--- src/rtl/dmem_pkg.sv ---
// Shared encodings and lane helpers for the data-memory controller.
// Size codes, FSM states and the bus timeout default live here.
package dmem_pkg;

  localparam logic [1:0] SZ_B = 2'b00;
  localparam logic [1:0] SZ_H = 2'b01;
  localparam logic [1:0] SZ_W = 2'b10;

  localparam int TIMEOUT_DEFAULT = 256;

  typedef enum logic [1:0] {
    IDLE = 2'd0,
    BUSY = 2'd1,
    RESP = 2'd2
  } stateT;

  // Reserved size 2'b11 falls through to the word case in every helper.
  function automatic logic isAligned(input logic [1:0] size, input logic [1:0] lane);
    case (size)
      SZ_B:    isAligned = 1'b1;
      SZ_H:    isAligned = ~lane[0];
      default: isAligned = (lane == 2'b00);
    endcase
  endfunction

  function automatic logic [3:0] laneEnables(input logic [1:0] size, input logic [1:0] lane);
    case (size)
      SZ_B:    laneEnables = 4'b0001 << lane;
      SZ_H:    laneEnables = 4'b0011 << lane;
      default: laneEnables = 4'b1111;
    endcase
  endfunction

  function automatic logic [31:0] laneData(input logic [1:0] size, input logic [31:0] wd);
    case (size)
      SZ_B:    laneData = {4{wd[7:0]}};
      SZ_H:    laneData = {2{wd[15:0]}};
      default: laneData = wd;
    endcase
  endfunction

endpackage

--- src/rtl/dmem_ctrl_ld_extend.sv ---
// Load alignment: moves the addressed byte/half down to bit 0 and
// sign- or zero-extends it; word loads pass through untouched.
module ld_extend
  import dmem_pkg::*;
(
  input  logic [31:0] rdata,
  input  logic [1:0]  lane,
  input  logic [1:0]  size,
  input  logic        isSigned,
  output logic [31:0] extData
);

  logic [31:0] shifted;

  always_comb begin
    shifted = rdata >> {lane, 3'b000};
    case (size)
      SZ_B:    extData = {{24{isSigned & shifted[7]}}, shifted[7:0]};
      SZ_H:    extData = {{16{isSigned & shifted[15]}}, shifted[15:0]};
      default: extData = rdata;
    endcase
  end

endmodule

--- src/rtl/dmem_ctrl.sv ---
// M-stage data-memory controller: sizes and places store data, checks alignment,
// runs one req/ack bus transaction per access and stalls the pipeline meanwhile.
// Handshake: bus_req stays high with stable bus_we/addr/be/wdata until the first
// cycle bus_ack is high; bus_rdata/bus_err are sampled only in that cycle.
module dmem_ctrl
  import dmem_pkg::*;
#(
  parameter int TIMEOUT = TIMEOUT_DEFAULT
) (
  input  logic        clk,
  input  logic        reset,
  input  logic        memen,
  input  logic        memwrite,
  input  logic [1:0]  memsize,
  input  logic        memsigned,
  input  logic [31:0] addr,
  input  logic [31:0] writedata,
  output logic [31:0] readdata,
  output logic        stall,
  output logic        adel,
  output logic        ades,
  output logic        buserr,
  output logic        bus_req,
  output logic        bus_we,
  output logic [31:0] bus_addr,
  output logic [3:0]  bus_be,
  output logic [31:0] bus_wdata,
  input  logic        bus_ack,
  input  logic [31:0] bus_rdata,
  input  logic        bus_err,
  output logic [1:0]  dbgState
);

  localparam int CW = (TIMEOUT > 2) ? $clog2(TIMEOUT) : 1;
  localparam logic [CW-1:0] CNT_LAST = CW'(TIMEOUT - 1);

  stateT         state;
  logic [CW-1:0] cnt;
  logic          weR;
  logic [29:0]   addrR;
  logic [3:0]    beR;
  logic [31:0]   wdataR;
  logic [1:0]    sizeR;
  logic          signedR;
  logic [1:0]    laneR;
  logic          errR;

  logic          aligned;
  logic          idleReq;
  logic [31:0]   extData;

  assign aligned = isAligned(memsize, addr[1:0]);
  assign idleReq = (state == IDLE) && memen;

  // Misaligned requests never leave IDLE, so they raise the error pulse and no stall.
  assign stall = (idleReq && aligned) || (state == BUSY);
  assign adel  = idleReq && !aligned && !memwrite;
  assign ades  = idleReq && !aligned && memwrite;

  assign bus_req   = (state == BUSY);
  assign bus_we    = bus_req && weR;
  assign bus_addr  = bus_req ? {addrR, 2'b00} : 32'h0;
  assign bus_be    = bus_req ? beR : 4'h0;
  assign bus_wdata = bus_req ? wdataR : 32'h0;

  assign buserr   = (state == RESP) && errR;
  assign dbgState = state;

  ld_extend u_ldExtend (
    .rdata    (bus_rdata),
    .lane     (laneR),
    .size     (sizeR),
    .isSigned (signedR),
    .extData  (extData)
  );

  always_ff @(posedge clk) begin
    if (reset) begin
      state    <= IDLE;
      cnt      <= '0;
      weR      <= 1'b0;
      addrR    <= '0;
      beR      <= '0;
      wdataR   <= '0;
      sizeR    <= SZ_B;
      signedR  <= 1'b0;
      laneR    <= '0;
      errR     <= 1'b0;
      readdata <= '0;
    end else begin
      case (state)
        IDLE: begin
          if (memen && aligned) begin
            weR     <= memwrite;
            addrR   <= addr[31:2];
            beR     <= laneEnables(memsize, addr[1:0]);
            wdataR  <= laneData(memsize, writedata);
            sizeR   <= memsize;
            signedR <= memsigned;
            laneR   <= addr[1:0];
            errR    <= 1'b0;
            cnt     <= '0;
            state   <= BUSY;
          end
        end
        BUSY: begin
          // readdata is loaded on the way into RESP so the pipeline sees it
          // in the same cycle stall drops.
          if (bus_ack) begin
            errR  <= bus_err;
            if (!weR) readdata <= bus_err ? 32'h0 : extData;
            cnt   <= '0;
            state <= RESP;
          end else if (cnt == CNT_LAST) begin
            errR  <= 1'b1;
            if (!weR) readdata <= 32'h0;
            cnt   <= '0;
            state <= RESP;
          end else begin
            cnt <= cnt + 1'b1;
          end
        end
        RESP: begin
          state <= IDLE;
        end
        default: begin
          state <= IDLE;
        end
      endcase
    end
  end

endmodule
--- config.mk ---
export PLATFORM = sky130hd
export DESIGN_NAME = dmem_ctrl
export DESIGN_NICKNAME = d
export VERILOG_FILES = /design/src/rtl/dmem_pkg.sv /design/src/rtl/dmem_ctrl_ld_extend.sv /design/src/rtl/dmem_ctrl.sv
export SDC_FILE = /design/constraint.sdc
export NUM_CORES = 1
export LEC_CHECK = 0
export BUFFER_PORTS_ARGS = -buffer_cell sky130_fd_sc_hd__clkbuf_2
export CAP_MARGIN = 20
export CORE_MARGIN = 3
export CORE_UTILIZATION = 40
export DETAILED_ROUTE_END_ITERATION = 12
export PLACE_DENSITY_LB_ADDON = 0.05
export SYNTH_ARGS = -nofsm -noshare
export SYNTH_HDL_FRONTEND = slang
export SYNTH_SLANG_ARGS = --single-unit
--- constraint.sdc ---
create_clock -name clk -period 2.4 [get_ports clk]
set_input_delay 0.48 -clock clk [delete_from_list [all_inputs] [get_ports clk]]
set_output_delay 0.48 -clock clk [all_outputs]
set_load 0.01 [all_outputs]
# After elaboration in Yosys (flattened, before gate mapping)
# Index checks and enable logic that the tools add are counted.
# word_totals
regBits,115
latchBits,0
ramBits,0
romBits,0
in_bits,105
memories,0
# classes
addsub,1
n_mul,0
div_mod_pow,0
n_lt_le_gt_ge,0
eq_ne,7
n_shift,3
n_mux,24
bitwise,4
n_reduce_logical,22
# op_table
cell,n
$mux W32,7
$pmux W32 S2,2
$shr A32 B5 Y16,1
$mux W8,3
$pmux W8 S2,1
$add A8 B1 Y8 const B,1
$eq A8 B8 Y1 const B,1
$logic_and A1 B1 Y1,8
$logic_not A2 Y1,4
$pmux W4 S2,1
$eq A2 B1 Y1 const B,3
$mux W2,3
$reduce_and A2 Y1,3
$reduce_and A3 Y1,2
$mux W4,1
$pmux W1 S2,2
$pmux W2 S2,1
$reduce_bool A2 Y1,2
$shl A1 B2 Y4 const A,1
$shl A2 B2 Y4 const A,1
$mux W1,3
$ne A3 B1 Y1 const B,1
$and A1 B1 Y1,2
$eq A2 B2 Y1 const B,1
other kinds (4),6

# Depth between registers and ports, before layout
# Gate-level depths: netlist of run 1.
# logic_depth
ltp_word,6
ltp_mapped,8
ltp_nobuf,5

# Hierarchy
# From an unflattened synthesis of run 1, not the netlist that was laid out.
# hier_totals
hier_cells,761
hier_area_um2,6054.6
# modules_own_cells
module,instances,cells_per_inst,area_per_inst_um2,seq_area_each_um2
dmem_ctrl,1,649,5317.6,2302.2
ld_extend,1,112,737.0,0.0

# Worst setup path before layout of run 1
# Ideal clock, no wire load.
# synth_path
kind,input to output
startpoint,input port addr[0]
endpoint,output port stall
arrival_time_ns,1.427
required_time_ns,1.920
setup_slack_ns,0.493
cell_stages,5
n_path_buf,1
path_cell_list,buf_2 > a21oi_1 > and2_1 > a311oi_4 > inv_2
# synth_via
elab_chain_len,4
word_cells_on_any_way,5
cone_classes,1 x mux; 1 x bitwise; 3 x reduce/logical
# synth_rtl
element,line,rtl
from (decl),dmem_ctrl.sv:16,"input logic [31:0] addr,"
$logic_not A2 Y1 / $not A1 Y1 (equally long branches),"dmem_pkg.sv:22, dmem_pkg.sv:21",
$pmux W1 S2 (*),dmem_pkg.sv:19,case (size)
$logic_and A1 B1 Y1 (*),dmem_ctrl.sv:56,assign stall = (idleReq && aligned) || (state == BUSY);
$logic_or A1 B1 Y1 (*),dmem_ctrl.sv:56,
to (decl),dmem_ctrl.sv:19,"output logic stall,"
# Every way passes the cells marked *; elsewhere a longest branch is shown, timed or not.

# Final worst setup path of run 1
# layout_path
startpoint,"register state[0], in the netlist dbgState[0]"
endpoint,output port bus_be[2]
# layout_via
elab_chain_len,2
# layout_rtl
element,line,rtl
from (decl),dmem_ctrl.sv:37,stateT state;
from (signal assigned),dmem_ctrl.sv:79,state <= IDLE;
from (signal assigned),dmem_ctrl.sv:103,state <= BUSY;
from (signal assigned),dmem_ctrl.sv:113,state <= RESP;
$eq A2 B1 Y1,dmem_ctrl.sv:60,assign bus_req = (state == BUSY);
$mux W4,dmem_ctrl.sv:63,assign bus_be = bus_req ? beR : 4'h0;
to (decl),dmem_ctrl.sv:26,"output logic [3:0] bus_be,"
# Every way passes these cells.

==> metrics.txt, run 1 <==
Max H-tree Level 4; final clock skew 6.91 ps; final RePlAce weighted congestion 0.784; share of layout cells above drive strength 1 0.309; fillers 1299; # Max-Cap Violations 0; pin count of the biggest net entering global routing 84; crit path kind reg -> out; PortBufs 210; RSZ-0062 raised after global routing false; R2R Setup Slk 450 ps; mapped cell area 5650 µm²; Final setup viols 0; final std cells w/o fill 1081; TritonCTS Buffers 17; Ports 213; Hold Crit Class in -> reg; timing startpoint of the critical path dbgState[0]$_SDFFE_PP0P_; ANT nets after route 0; post-synthesis register bit count 115; Slew HR 0.393; final WL 16.8 mm; first-pass GRT wire length 27.4 mm; final-stage net count 998; syn_area_per_cell 8.04 µm²; CTS clk-pin slew, worst paths 60 ps; Core Region 13500 µm²; register area share after synthesis 0.407; Residual DRC 0; Leak 3.37 nW; Peak Freq 0.443 GHz; CP max FO 68; Multi-input gate area 3050 µm²; Vias/cell 5.14; ys async rst share 0; Placement Cell Area 6790 µm²; vias in the first global route 5341; peak supply drop 0.512 mV; crit share post-route 0.940; WP data arrival 1780 ps; Post-synth top flop dfxtp_1; DP Wirelength 11.8 mm; chip height 125 µm; Slew @ Worst Pin 911 ps; # rows 42; worst skew pair latency 420 ps; Reg-to-Reg End readdata[9]$_SDFFE_PP0P_; clock tree buffer depth 2; Via Count 5560; synthesized netlist cell count 703; First-pass DRT Iterations 5; most frequent cells in the layout clkbuf_2 (209), dfxtp_1 (113), nand2_1 (107), a21oi_1 (81), and2_1 (75); CTS tree built; setup repair bufs after CTS 0; worst reg-to-reg path cell count 6; chip width 125 µm; Worst Min Path Start addr[19]; Area Overhead vs Synth 31.8%; clk sink count 115; PwrDens 737 nW/µm²; DR WL/cell 15.5 µm; RR Startpoint laneR[0]$_SDFFE_PP0P_; Root Buffer clkbuf_16; Critical Path RT 1920 ps; cell count after placement 1049; Slew Viols, Final 0; initial cell density of the core 0.418; crit path launch type register; ant diodes 0; number of synthesized flops with an enable pin 0; Worst setup EP type output pin; Remaining Overflow, GRT 0; DR iter-0 viols 377; Period minus WS final 2260 ps; status finished, final reports clean; Unique masters post-synth 53; Hold EP addrR[17]$_SDFFE_PP0P_; antenna violations before repair 0; Synth Warn # 0; FF+latch area 2300 µm²; Hold Crit Depth 3; setup TNS 0 ps; commonest non-fill, non-tap cell in the layout clkbuf_2; fin area 7440 µm²; GRT Total Usage 0.213; die area 15600 µm²; Hold Vio Cnt, Final 0
[logic make-up (layout without fill, tap and decap cells)]
family,Yosys count,after routing,synth area share
AOI/OAI and AO/OA,181,181,0.209
xor gates and xnor gates,2,2,0.00310
adders and majority gates,1,1,0.00221
buffers and inverters,60,261,0.0578
DFF,115,115,0.407
muxes,17,17,0.0303
other,1,2,0.000664
and+or+nand+nor,326,326,0.289
[through the flow]
stage	hold slack [ps]	utilization	worst slack, ps	power (W)
final	281	0.551	144	0.00549
after global routing	266	0.551	49.1	0.00571
after CTS	262	0.551	33.7	0.00554
after detailed placement	441	0.502	219	0.00272
after global placement	434	0.502	296	0.00270
after floorplan	427	-	493	0.00247
[cells in the mapped netlist (2+ instances only)]
cell / number / share of area
a211o_1: 8 / 0.012
a21oi_1: 81 / 0.072
a221o_1: 14 / 0.025
a221o_2: 2 / 0.0040
a22oi_1: 10 / 0.013
a311oi_1: 9 / 0.014
and2_1: 75 / 0.083
and3_1: 5 / 0.0055
and4_4: 2 / 0.0040
buf_2: 15 / 0.013
buf_4: 4 / 0.0053
buf_6: 9 / 0.018
clkbuf_1: 27 / 0.018
dfxtp_1: 115 / 0.41
inv_1: 3 / 0.0020
mux2i_1: 16 / 0.028
nand2_1: 108 / 0.072
nand2b_1: 5 / 0.0055
nand3_1: 7 / 0.0062
nand3b_1: 2 / 0.0027
nand4_1: 2 / 0.0022
nor2_1: 74 / 0.049
nor2b_1: 9 / 0.010
nor3_1: 13 / 0.012
nor3b_1: 3 / 0.0040
nor4_1: 8 / 0.0089
nor4_4: 2 / 0.0075
o21ai_0: 33 / 0.029
o22a_1: 7 / 0.011
o22ai_1: 2 / 0.0022
o2bb2ai_1: 8 / 0.012
or3_1: 3 / 0.0033
xnor2_1: 2 / 0.0031
[where the power goes]
part           switching (W)  total (W)  internal (W)
Combinational       0.000369   0.000624      0.000255
Sequential         0.0000521    0.00206       0.00200
Clock               0.000955    0.00281       0.00185
[routing by layer]
layer,wire [µm],vias up,share of wire,GRT usage
met2,7880,147,0.47,0.336
met4,110,0,0.0066,0.0612
met5,0,-,0,0
met3,1070,9,0.064,0.0716
met1,7720,2594,0.46,0.278
li1,-,2810,-,-
[layout make-up]
cell class                      count  area share
Multi-Input combinational cell    529       0.409
Sequential cell                   115       0.310
Timing Repair Buffer              225       0.161
Clock buffer                       17      0.0571
Clock inverter                     15      0.0311
Tap cell                          176      0.0296
Inverter                            4     0.00202
[repair_timing]
action / CTS / global route
hold buffers: 0 / 0
setup endpoints to repair: 0 / 65
resized for setup: 0 / 2
[flip-flops by register name (all words and copies together) (netlist names)]
signal    count
signedR       1
sizeR         2
weR           1
cnt           8
addrR        30
laneR         2
beR           4
readdata     32
dbgState      2
wdataR       32
errR          1
[critical path, cell delays in order, from the launching register on]
cell	delay, ps
dfxtp_2	410
nor2b_4	260
buf_12	260
and2_1	220
clkbuf_2	150
[how the worst max path moves through the flow]
| stage | end | cells past startpoint |
|---|---|---|
| floorplan | stall | 5 |
| global placement | weR$_SDFFE_PP0P_ | 6 |
| detailed placement | addrR[1]$_SDFFE_PP0P_ | 6 |
| CTS | bus_be[2] | 4 |
| global route | bus_be[1] | 4 |
| finish | bus_be[2] | 4 |
(Power assumes the default switching activity.)
==> run 2: changes to the inputs <==
--- a/config.mk
+++ b/config.mk
@@ -5,12 +5,12 @@
 export SDC_FILE = /design/constraint.sdc
 export NUM_CORES = 1
 export LEC_CHECK = 0
-export BUFFER_PORTS_ARGS = -buffer_cell sky130_fd_sc_hd__clkbuf_2
+export BUFFER_PORTS_ARGS = -buffer_cell sky130_fd_sc_hd__buf_2
 export CAP_MARGIN = 20
 export CORE_MARGIN = 3
 export CORE_UTILIZATION = 40
 export DETAILED_ROUTE_END_ITERATION = 12
-export PLACE_DENSITY_LB_ADDON = 0.05
+export PLACE_DENSITY = 0.74
 export SYNTH_ARGS = -nofsm -noshare
 export SYNTH_HDL_FRONTEND = slang
 export SYNTH_SLANG_ARGS = --single-unit
==> metrics.txt, run 2 (synthesized netlist as in run 1, its figures left out) <==
Slew @ Worst Pin 885 ps (-26.3 ps); RSZ-0062 raised after global routing false; Slew HR 0.410 (+0.0175); DP Wirelength 11.8 mm (+0.57%); share of layout cells above drive strength 1 0.303 (-0.00596); crit path kind reg -> out; CTS clk-pin slew, worst paths 50 ps (about the same); WHS 319 ps (+37.7 ps); final clock skew 6.87 ps (-0.0444 ps); Final setup viols 0 (unchanged); Worst setup EP type output pin; Residual DRC 0 (unchanged); antenna violations before repair 0 (unchanged); clk sink count 115 (unchanged); Leak 3.42 nW (+1.5%); Area Overhead vs Synth 30.4%; Critical Path RT 1920 ps (about the same); hold_buf cts 0 (unchanged); crit path launch type register; die area 15600 µm² (unchanged); Hold Vio Cnt, Final 0 (unchanged); biggest regs readdata x32, wdataR x32, addrR x30; CP max FO 7 (-90%); chip height 125 µm (unchanged); # rows 42 (unchanged); worst reg-to-reg path cell count 4 (-2); Remaining Overflow, GRT 0 (unchanged); Hold Crit Depth 3 (unchanged); fin area 7370 µm² (-1.0%); Placement Cell Area 6790 µm² (unchanged); ant diodes 0 (unchanged); clock tree buffer depth 2 (unchanged); # Max-Cap Violations 0 (unchanged); Peak Freq 0.438 GHz (-1.2%); CTS tree built; peak supply drop 0.488 mV (-4.8%); RR Startpoint dbgState[0]$_SDFFE_PP0P_; Reg-to-Reg End readdata[22]$_SDFFE_PP0P_; first-pass GRT wire length 27.3 mm (-0.50%); Hold Crit Class in -> reg; WP data arrival 1800 ps (+20 ps); R2R Setup Slk 440 ps (about the same); Worst Min Path Start addr[29]; Ports 213 (unchanged); ANT nets after route 0 (unchanged); Via Count 5723 (+2.9%); DR iter-0 viols 409 (+8.5%); pin count of the biggest net entering global routing 84 (unchanged); Root Buffer clkbuf_16; PwrDens 698 nW/µm² (-5.3%); Period minus WS final 2280 ps (+27.9 ps); final-stage net count 999 (+0.10%); Hold EP addrR[27]$_SDFFE_PP0P_; DR WL/cell 15.6 µm (+0.78%); First-pass DRT Iterations 5 (unchanged); chip width 125 µm (unchanged); initial cell density of the core 0.418 (unchanged); vias in the first global route 5421 (+1.5%); Core Region 13500 µm² (unchanged); worst skew pair latency 400 ps (-20 ps); commonest non-fill, non-tap cell in the layout buf_2; most frequent cells in the layout buf_2 (210), dfxtp_1 (115), nand2_1 (107), a21oi_1 (81), and2_1 (75); final RePlAce weighted congestion 0.845 (+7.8%); PortBufs 210 (unchanged); final WL 16.9 mm (+0.60%); Vias/cell 5.30 (+3.1%); TritonCTS Buffers 17 (unchanged); setup TNS 0 ps (unchanged); crit share post-route 0.952 (+0.0116); Slew Viols, Final 0 (unchanged); GRT Total Usage 0.212 (-0.000744); Max H-tree Level 4 (unchanged); status finished, final reports clean
==> run 2: cell types whose count changed in the layout (fill, tap and decap cells not counted), moves of 3 or more <==
cell	change
clkbuf_8	+5
bufinv_16	-3
buf_2	+209
clkbuf_2	-209
clkinv_4	-5
==> run 2: area by class of cell <==
class / count / area [µm²]
multi-input cells: 529 / 3050
well taps: 176 / 220
clock inverters: 5 / 75.1
fillers: 1280 / 6140
inverters: 4 / 15.0
clock buffers: 24 / 502
repair buffers: 226 / 1210
flip-flops and latches: 115 / 2300
==> run 2: routing by layer <==
layer | global-route usage | wire [µm] | up-vias
met5 | 0 | 0 | -
met4 | 0.0619 | 286 | 0
met3 | 0.0810 | 1410 | 22
met2 | 0.360 | 8250 | 211
met1 | 0.249 | 6920 | 2679
li1 | - | - | 2811
==> run 2: repair_timing <==
action | in CTS | in global routing
gates resized for setup | 0 | 0
hold endpoints to repair | 0 | 0
setup endpoints to repair | 11 | 0
buffers inserted | 1 | 0
==> run 2: worst max-delay path by stage <==
stage / from / end / cells past startpoint
floorplan: addr[0] / stall / 5
global placement: addr[0] / stall / 6
detailed placement: addr[0] / wdataR[30]$_SDFFE_PP0P_ / 6
CTS: dbgState[1]$_SDFFE_PP0P_ / stall / 5
global route: dbgState[1]$_SDFFE_PP0P_ / stall / 5
finish: dbgState[1]$_SDFFE_PP0P_ / stall / 5
==> run 2: per-stage QoR <==
| step | cells | utilization | power [W] | setup slack (ps) |
|---|---|---|---|---|
| CTS | 1079 | 0.546 | 0.00521 | 84.1 |
| finish | 1079 | 0.546 | 0.00514 | 116 |
| floorplan | 704 | - | 0.00247 | 493 |
| detailed placement | 1049 | 0.502 | 0.00271 | 295 |
| global placement | 1049 | 0.502 | 0.00270 | 345 |
| global route | 1079 | 0.546 | 0.00536 | 33.1 |
==> run 2: critical path: stages, from the launching register on <==
cell and delay (ps):
dfxtp_1 550, nor3b_4 110, and2_1 210, a311oi_4 320, inv_2 70, buf_2 140
==> run 2: report_power, final <==
part / leakage (nW) / total, W / switching [W] / internal (W)
clock: 0.288 / 0.00246 / 0.000821 / 0.00164
combinational: 2.19 / 0.000624 / 0.000368 / 0.000255
sequential: 0.937 / 0.00206 / 0.0000513 / 0.00201
total: 3.42 / 0.00514 / 0.00124 / 0.00390
==> run 3: changes to the inputs <==
--- a/config.mk
+++ b/config.mk
@@ -8,9 +8,10 @@
 export BUFFER_PORTS_ARGS = -buffer_cell sky130_fd_sc_hd__buf_2
 export CAP_MARGIN = 20
 export CORE_MARGIN = 3
-export CORE_UTILIZATION = 40
+export CORE_UTILIZATION = 45
 export DETAILED_ROUTE_END_ITERATION = 12
-export PLACE_DENSITY = 0.74
+export PLACE_DENSITY = 0.84
+export SLEW_MARGIN = 20
 export SYNTH_ARGS = -nofsm -noshare
 export SYNTH_HDL_FRONTEND = slang
 export SYNTH_SLANG_ARGS = --single-unit
==> constraint.sdc (replaced) <==
create_clock -name clk -period 2.1 [get_ports clk]
set_input_delay 0.42 -clock clk [delete_from_list [all_inputs] [get_ports clk]]
set_output_delay 0.42 -clock clk [all_outputs]
set_load 0.01 [all_outputs]
==> metrics.txt, run 3 (synthesized netlist as in run 1, its figures left out) <==
setup slack after placement 112 ps (-184 ps); Worst setup EP type output pin; CP max FO 4 (-3); DR iter-0 viols 402 (-1.7%); R2R Setup Slk 230 ps (-210 ps); Critical Path RT 1680 ps (-240 ps); final std cells w/o fill 1085 (+0.56%); first-pass GRT wire length 27.1 mm (-0.73%); TritonCTS Buffers 17 (unchanged); PwrDens 780 nW/µm² (+12%); ANT nets after route 0 (unchanged); biggest regs readdata x32, wdataR x32, addrR x30; peak supply drop 0.446 mV (-8.6%); Crit path largest cell delay 350 ps (-200 ps); WHS 249 ps (-69.7 ps); crit path kind reg -> out; final WL 16.8 mm (-0.44%); Multi-input gate area 3050 µm² (about the same); First-pass DRT Iterations 5 (unchanged); Area Overhead vs Synth 32.6%; CTS clk-pin slew, worst paths 50 ps (about the same); CTS tree built; share of layout cells above drive strength 1 0.315 (+0.0117); RSZ-0062 raised after global routing true; die area 13900 µm² (-11%); Hold Crit Depth 3 (unchanged); Core Region 12200 µm² (-10%); Final setup viols 0 (unchanged); crit path launch type register; FF+latch area 2310 µm² (+0.22%); # Max-Cap Violations 0 (unchanged); Residual DRC 0 (unchanged); Slew @ Worst Pin 733 ps (-152 ps); Root Buffer clkbuf_16; WP data arrival 1600 ps (-200 ps); Period minus WS final 2020 ps; Via Count 5766 (+0.75%); final clock skew 8.62 ps (+1.76 ps); Ports 213 (unchanged); most frequent cells in the layout buf_2 (209), dfxtp_1 (113), nand2_1 (107), a21oi_1 (81); worst-path cell chain buf_4 > nor3b_4 > and2_2 > a311oi_4 > inv_2 > buf_6; DR WL/cell 15.5 µm (-1.0%); vias in the first global route 5493 (+1.3%); crit share post-route 0.960; DP Wirelength 12.1 mm (+2.0%); # rows 40 (-4.8%); status finished, final reports clean; Peak Freq 0.496 GHz; Slew Viols, Final 0 (unchanged); GRT Total Usage 0.238 (+0.0263); PortBufs 210 (unchanged); worst reg-to-reg path cell count 5 (+1); Hold Vio Cnt, Final 0 (unchanged); Slew HR 0.508 (+0.0975); clock tree buffer depth 2 (unchanged); final-stage net count 1011 (+1.2%); initial cell density of the core 0.465 (+0.0462); cell count after placement 1051 (+0.19%); Design Power 0.00584 W (+14%); final RePlAce weighted congestion 0.855 (+1.2%); Remaining Overflow, GRT 0 (unchanged); chip width 118 µm (-5.4%); RR Startpoint cnt[0]$_SDFFE_PP0P_; Vias/cell 5.31 (+0.19%); antenna violations before repair 2 (+2); worst skew pair latency 410 ps (about the same); chip height 118 µm (-5.4%); clk sink count 115 (unchanged); Worst Min Path Start addr[8]; final worst setup slack 84.6 ps (-31.6 ps); ant diodes 0 (unchanged); Max H-tree Level 4 (unchanged); hold_buf cts 0 (unchanged); slowest CP cell dfxtp_4; Reg-to-Reg End readdata[25]$_SDFFE_PP0P_; fillers 1089 (-15%); commonest non-fill, non-tap cell in the layout buf_2; pin count of the biggest net entering global routing 58 (-31%); Hold Crit Class in -> reg; Hold EP addrR[6]$_SDFFE_PP0P_; Leak 3.50 nW (+2.2%)
==> run 3: repair_timing <==
item                                    4_1_cts  5_1_grt
endpoints found under the setup margin       67       34
gates resized for setup                       1        7
setup buffers                                 1        2
cloned                                        0        0
pin swaps                                     0        1
==> run 3: how the worst max path moves through the flow <==
stage / depth (start not counted) / slack (ps) / startpoint / end
finish: 6 / 80 / dbgState[1]$_SDFFE_PP0P_ / stall
global route: 6 / -10 / dbgState[1]$_SDFFE_PP0P_ / stall
CTS: 6 / 20 / dbgState[0]$_SDFFE_PP0P_ / stall
detailed placement: 5 / 110 / bus_err / readdata[25]$_SDFFE_PP0P_
global placement: 5 / 150 / bus_err / readdata[25]$_SDFFE_PP0P_
floorplan: 5 / 280 / dbgState[0]$_SDFFE_PP0P_ / bus_wdata[12]
==> run 3: critical path, delay by kind of cell, from the launching register on <==
family                 cells  cell delay [ps]
flip-flops                 1              350
AO/OA/AOI/OAI              1               50
AND/OR/NAND/NOR            2              460
buffers and inverters      3              330
==> run 3: stage by stage <==
stage | utilization | TNS (ps) | area (µm²)
2_1_floorplan | - | 0 | 5650
3_3_place_gp | 0.565 | 0 | 6880
3_5_place_dp | 0.565 | 0 | 6880
4_1_cts | 0.613 | 0 | 7450
5_1_grt | 0.616 | -13.4 | 7490
6_report | 0.616 | 0 | 7490
==> run 3: cell type report <==
type | instances | share of cell area
multi-input cells | 529 | 0.407
flip-flops and latches | 115 | 0.308
repair buffers | 238 | 0.179
clock buffers | 27 | 0.0698
well taps | 168 | 0.0281
clock inverters | 4 | 0.00601
inverters | 4 | 0.00200
==> run 3: metal layers <==
layer | track usage | wire (µm) | vias to the layer above
met5 | 0 | 32 | -
met4 | 0.0667 | 260 | 4
met3 | 0.0894 | 1450 | 22
met2 | 0.406 | 8230 | 236
met1 | 0.281 | 6820 | 2670
li1 | - | - | 2834
==> run 3: report_power, final <==
group,switching [W],leakage [nW],internal [W]
clock network,0.000947,0.283,0.00180
logic,0.000430,2.27,0.000318
registers,0.0000577,0.938,0.00229
total,0.00143,3.50,0.00441
